`src/rtl/sctag_iq_pkg.sv`:
```
// Shared constants and types for the sctag input-queue RF controller.
package sctag_iq_pkg;

  localparam int IQ_DEPTH = 16;
  localparam int IQ_CNT_W = 5;
  localparam logic [IQ_DEPTH-1:0] IQ_OH_RST = 16'h0001;

  typedef logic [IQ_DEPTH-1:0] iq_wl_t;
  typedef logic [IQ_CNT_W-1:0] iq_cnt_t;

  // True when exactly one bit of the wordline vector is set.
  function automatic logic iq_is_onehot(input iq_wl_t v);
    return (v != '0) && ((v & (v - iq_wl_t'(1))) == '0);
  endfunction

endpackage

```
`src/rtl/sctag_iq_ohptr.sv`:
```
// One-hot rotating pointer: rotates left by one on adv, 16'h8000 wraps to 16'h0001.
module sctag_iq_ohptr
  import sctag_iq_pkg::*;
(
  input  logic   rclk,
  input  logic   rst,
  input  logic   adv,
  output iq_wl_t ptr
);

  iq_wl_t ptr_q;
  iq_wl_t ptr_d;

  // Next pointer: rotate left when advancing, otherwise hold.
  always_comb begin
    ptr_d = ptr_q;
    if (adv) begin
      ptr_d = {ptr_q[IQ_DEPTH-2:0], ptr_q[IQ_DEPTH-1]};
    end
  end

  // Pointer register, returns to entry 0 on reset.
  always_ff @(posedge rclk) begin
    if (rst) begin
      ptr_q <= IQ_OH_RST;
    end else begin
      ptr_q <= ptr_d;
    end
  end

  assign ptr = ptr_q;

endmodule

```
`src/rtl/sctag_iq_rf_ctl.sv`:
```
// Pointer/flow controller feeding the 16x128 decoded-wordline RF of the sctag input queue.
// Optional protocol checker (sticky q_err) compiled only when SCTAG_IQ_ERR_CHK_EN is defined.
module sctag_iq_rf_ctl
  import sctag_iq_pkg::*;
#(
  parameter int AFULL_THRESH = 12
) (
  input  logic        rclk,
  input  logic        rst,
  input  logic        push,
  input  logic        pop,
  input  logic        rst_tri_en,
  output logic        wr_en,
  output logic [15:0] wr_wl,
  output logic        read_en,
  output logic [15:0] rd_wl,
  output logic        dout_vld,
  output logic        empty,
  output logic        full,
  output logic        afull,
  output logic [4:0]  count,
  output logic        q_err
);

  localparam iq_cnt_t AFULL_CNT = iq_cnt_t'(AFULL_THRESH);
  localparam iq_cnt_t FULL_CNT  = iq_cnt_t'(IQ_DEPTH);

  iq_cnt_t count_q;
  iq_cnt_t count_d;
  logic    dout_vld_q;
  iq_wl_t  wr_ptr;
  iq_wl_t  rd_ptr;
  logic    push_acc;
  logic    pop_acc;

  // Flags come from registered occupancy only, so a pop in the same cycle never frees a full slot early.
  assign empty = (count_q == '0);
  assign full  = (count_q == FULL_CNT);
  assign afull = (count_q >= AFULL_CNT);
  assign count = count_q;

  assign push_acc = push & ~full  & ~rst_tri_en;
  assign pop_acc  = pop  & ~empty & ~rst_tri_en;

  // Enables and gated wordlines go to the RF in the same cycle as the request.
  assign wr_en   = push_acc;
  assign read_en = pop_acc;
  assign wr_wl   = wr_ptr & {IQ_DEPTH{push_acc}};
  assign rd_wl   = rd_ptr & {IQ_DEPTH{pop_acc}};

  sctag_iq_ohptr u_wr_ptr (
    .rclk (rclk),
    .rst  (rst),
    .adv  (push_acc),
    .ptr  (wr_ptr)
  );

  sctag_iq_ohptr u_rd_ptr (
    .rclk (rclk),
    .rst  (rst),
    .adv  (pop_acc),
    .ptr  (rd_ptr)
  );

  // Occupancy update: simultaneous push and pop cancel out.
  always_comb begin
    count_d = count_q;
    case ({push_acc, pop_acc})
      2'b10:   count_d = count_q + iq_cnt_t'(1);
      2'b01:   count_d = count_q - iq_cnt_t'(1);
      default: count_d = count_q;
    endcase
  end

  // Occupancy and read-valid flops; RF dout is valid the cycle after rd_wl is flopped by the macro.
  always_ff @(posedge rclk) begin
    if (rst) begin
      count_q    <= '0;
      dout_vld_q <= 1'b0;
    end else begin
      count_q    <= count_d;
      dout_vld_q <= pop_acc;
    end
  end

  assign dout_vld = dout_vld_q;

`ifdef SCTAG_IQ_ERR_CHK_EN
  logic err_q;
  logic err_d;

  // Sticky error: push into full, pop from empty, or a pointer losing one-hotness.
  always_comb begin
    err_d = err_q
          | (push & full  & ~rst_tri_en)
          | (pop  & empty & ~rst_tri_en)
          | ~iq_is_onehot(wr_ptr)
          | ~iq_is_onehot(rd_ptr);
  end

  // Error flag register, cleared only by reset.
  always_ff @(posedge rclk) begin
    if (rst) begin
      err_q <= 1'b0;
    end else begin
      err_q <= err_d;
    end
  end

  assign q_err = err_q;
`else
  assign q_err = 1'b0;
`endif

endmodule

```
`config.mk`:
```
export PLATFORM = sky130hd
export DESIGN_NAME = sctag_iq_rf_ctl
export DESIGN_NICKNAME = d
export VERILOG_FILES = /design/src/rtl/sctag_iq_pkg.sv /design/src/rtl/sctag_iq_ohptr.sv /design/src/rtl/sctag_iq_rf_ctl.sv
export SDC_FILE = /design/constraint.sdc
export NUM_CORES = 1
export LEC_CHECK = 0
export ABC_AREA = 1
export CORE_ASPECT_RATIO = 1.4
export CORE_UTILIZATION = 47
export CTS_CLUSTER_DIAMETER = 50
export DETAILED_ROUTE_END_ITERATION = 6
export GPL_TIMING_DRIVEN = 1
export HOLD_SLACK_MARGIN = 0.15
export PLACE_DENSITY = 0.78
export SLEW_MARGIN = 20
export SYNTH_ARGS = -nofsm -noshare
export SYNTH_HDL_FRONTEND = slang
export SYNTH_SLANG_ARGS = --single-unit
```
`constraint.sdc`:
```
create_clock -name rclk -period 2.8 [get_ports rclk]
set_clock_uncertainty 0.2 [all_clocks]
set_input_delay 0.56 -clock rclk [delete_from_list [all_inputs] [get_ports rclk]]
set_output_delay 0.56 -clock rclk [all_outputs]
set_load 0.005 [all_outputs]
```
==> impl_metrics.toml <==
[min_path]
holdCritPathClass = "flop to flop"
timing.hold.worst_path_depth = 2
hold_worst_path_end = "u_wr_ptr.ptr[13]"
hold_start = "u_wr_ptr.ptr[13]"

[critical_path]
setup.reg_to_reg.worst_slack_ps = 330
ff2ff_path_depth = 17
worst_setup_path_start_kind = "primary input"
rr_endpoint = "count[4]"
path_max_fanout = 9
crit_path_start = "pop"
critical_path_capture_point_type = "output pin"
path_class = "primary input to output pin"
critPathRequiredTime_ps = 2040
worstPathArrival_ps = 2070
timing.rr.start = "count[3]"

[global_routing]
grt_residual_overflow = 0
gr-usage-met2 = 0.325
gr-usage-met3 = 0.0606
global_route.usage.total = 0.214
grt_pass1_wl_um = 6220
grt.busiest_layer = "met2"
grt_pass1_vias = 1419
number_of_antenna_violations_at_the_first_check_in_global_routing = 0
pin_count_of_the_biggest_net_entering_global_routing = 21
groute.layer.met1.usage = 0.275

[logic_synthesis]
synth_area_leaders = "sky130_fd_sc_hd__dfxtp_1, sky130_fd_sc_hd__nand2_1, sky130_fd_sc_hd__inv_1"
synth_top_cells_by_count = "sky130_fd_sc_hd__nand2_1, sky130_fd_sc_hd__inv_1, sky130_fd_sc_hd__dfxtp_1"
syn_nets = 251
synthCells = 243
synth.largest_area_cell = "sky130_fd_sc_hd__dfxtp_1"
synth-edff-count = 0
portion_of_synthesized_cell_area_occupied_by_the_leading_cell_type = 0.428
synth_seq_cells = 38
synth_most_common_cell = "sky130_fd_sc_hd__nand2_1"
seq_area_frac_synth = 0.428
syn_avg_cell_area_um2 = 7.31
synth_flop_cell = "sky130_fd_sc_hd__dfxtp_1"
synth-async-reset-ratio = 0
yosys_warnings = 0
synth_area_um2 = 1780
synth_cell_type_count = 22

[power]
power_leakage_nw = 1.90
power_total_mw = 1.37
pwr-share-comb = 0.277
largest_voltage_drop_on_the_vdd_net_uv = 412
p_int_mw = 0.944
sw_frac_of_total = 0.309
seq_power_share = 0.434
power-per-cell-area_nw_per_um2 = 503
p_sw_mw = 0.422
share_clk_of_total_power = 0.289

[flow_run]
cap_viol_max_count = 0

[route]
detail_route.first_pass.iterations = 5
drc = 0
drt_wl_total_um = 4640
vias = 1818
avgRoutedWirePerCell_um = 12.4
vias_per_cell = 4.85
initialDrtViolationCount = 82
antenna_left = 0

[clocking]
numCtsBuffers = 5
cts_tree = "built"
clock_sinks = 38
ctsRootBufferMaster = "sky130_fd_sc_hd__clkbuf_8"
clock_insertion_delay_worst_skew_ps = 300
cts_max_path_buffers = 2
cts.htree.levels = 2
clk_pin_slew_ps = 70

[timing]
final-max-slew-violation-count = 0
timing.final.ws_setup_ps = -34.2
finalWorstPathRequiredPeriod_ps = 2830
min_period_over_period = 1.01
grt_setup_unrepaired = "true"
setup_viol = 2
achievable-frequency_mhz = 353
report.final.hold_viol_count = 0

[placement]
place_congestion = 0.785
dp.final_hpwl_um = 2640
numPlacedInstances = 349
buffer_ports.inserted = 47
placed_inst_area_um2 = 2400

[floorplanning]
io_pins = 49
start_util = 0.487
die_x_um = 53.9
fp.dieArea_um2 = 4030
floorplan.rows = 26
coreArea_um2 = 3640
chipHeight_um = 74.7

[final_layout]
final_net_count = 340
postLayoutCellArea_um2 = 2710
n_antenna_cell = 0
layout-drive-gt1-share = 0.231
synthToLayoutAreaGrowth_pct = 52.9
fin_util = 0.745
post_layout_nonfiller_instances = 375
final.fill_count = 277

[status]
failed_checks = "negative setup slack"
outcome = "finished with violations"
-- area by class of cell --
| cell class | instances | area [µm²] | area share |
|---|---|---|---|
| repair buffers | 88 | 842 | 0.310 |
| flip-flops and latches | 38 | 761 | 0.280 |
| multi-input cells | 146 | 733 | 0.270 |
| inverters | 50 | 208 | 0.0765 |
| clock buffers | 7 | 86.3 | 0.0318 |
| well taps | 42 | 52.6 | 0.0194 |
| repair inverters | 3 | 26.3 | 0.00968 |
| clock inverters | 1 | 5.00 | 0.00184 |
-- layout by cell type, fill, tap and decap left out, types with 9 or more instances in the layout --
master                            instances
sky130_fd_sc_hd__a21oi_1                 27
sky130_fd_sc_hd__buf_4                   42
sky130_fd_sc_hd__clkdlybuf4s50_1         15
sky130_fd_sc_hd__dfxtp_1                 38
sky130_fd_sc_hd__dlymetal6s2s_1          28
sky130_fd_sc_hd__inv_1                   48
sky130_fd_sc_hd__nand2_1                 69
sky130_fd_sc_hd__nand2_2                  9
-- metal layers --
| layer | part of all wire | wire [µm] |
|---|---|---|
| met1 | 0.42 | 1950 |
| met2 | 0.52 | 2400 |
| met4 | 0.021 | 96 |
| met3 | 0.043 | 198 |
| met5 | 0 | 0 |
-- through the flow --
stage | setup TNS, ps | hold slack, ps | worst slack, ps
floorplan | 0 | 242 | 395
global placement | -2060 | 251 | -103
detailed placement | -1990 | 257 | -88.7
global route | -265 | 297 | -110
CTS | -33.1 | 268 | -14.3
finish | -57.0 | 269 | -34.2
-- cells by family (layout without fill, tap and decap cells) --
group                    Yosys count  in the layout  share of synthesized area
AND/OR/NAND/NOR                   99             99                      0.247
buffers and inverters             59            149                      0.161
AO/OA/AOI/OAI                     41             41                      0.130
flip-flops                        38             38                      0.428
adder cells (fa/ha/maj)            3              3                     0.0211
XOR/XNOR                           2              2                    0.00987
other                              1              1                    0.00211
-- critical path, cell delays in order --
cell and delay (ps):
sky130_fd_sc_hd__clkdlybuf4s50_1 470, sky130_fd_sc_hd__inv_1 50, sky130_fd_sc_hd__nor2_2 130, sky130_fd_sc_hd__nand2_4 140, sky130_fd_sc_hd__clkinv_8 100, sky130_fd_sc_hd__nand2_1 70
sky130_fd_sc_hd__inv_1 50, sky130_fd_sc_hd__clkdlybuf4s50_1 490
-- timing repair --
action                                  4_1_cts  5_1_grt
pin swaps                                     2        2
gates cloned                                  1        2
hold buffers                                  0        0
gates resized for setup                       7       32
setup buffers                                 2       13
endpoints found under the setup margin       33       31
-- state kept, by name (all words and copies together), names as in the netlist --
name          cells
count             5
u_rd_ptr.ptr     16
dout_vld          1
u_wr_ptr.ptr     16
-- worst max-delay path by stage --
| stage | to | slack (ps) | depth (start not counted) |
|---|---|---|---|
| finish | rd_wl[1] | -30 | 8 |
| CTS | rd_wl[0] | -10 | 8 |
| global placement | rd_wl[0] | -100 | 8 |
| global route | rd_wl[1] | -110 | 8 |
| floorplan | count[2] | 390 | 15 |
| detailed placement | rd_wl[4] | -90 | 8 |
-- power groups by stage --
| stage | logic (mW) | clock network [mW] | registers, mW |
|---|---|---|---|
| 3_5_place_dp | 0.320 | 0 | 0.604 |
| 4_1_cts | 0.331 | 0.396 | 0.592 |
| 6_report | 0.378 | 0.395 | 0.593 |
| 5_1_grt | 0.414 | 0.418 | 0.596 |
| 3_3_place_gp | 0.317 | 0 | 0.604 |
| 2_1_floorplan | 0.214 | 0 | 0.602 |
No activity file was read; power rests on OpenSTA's default activity.
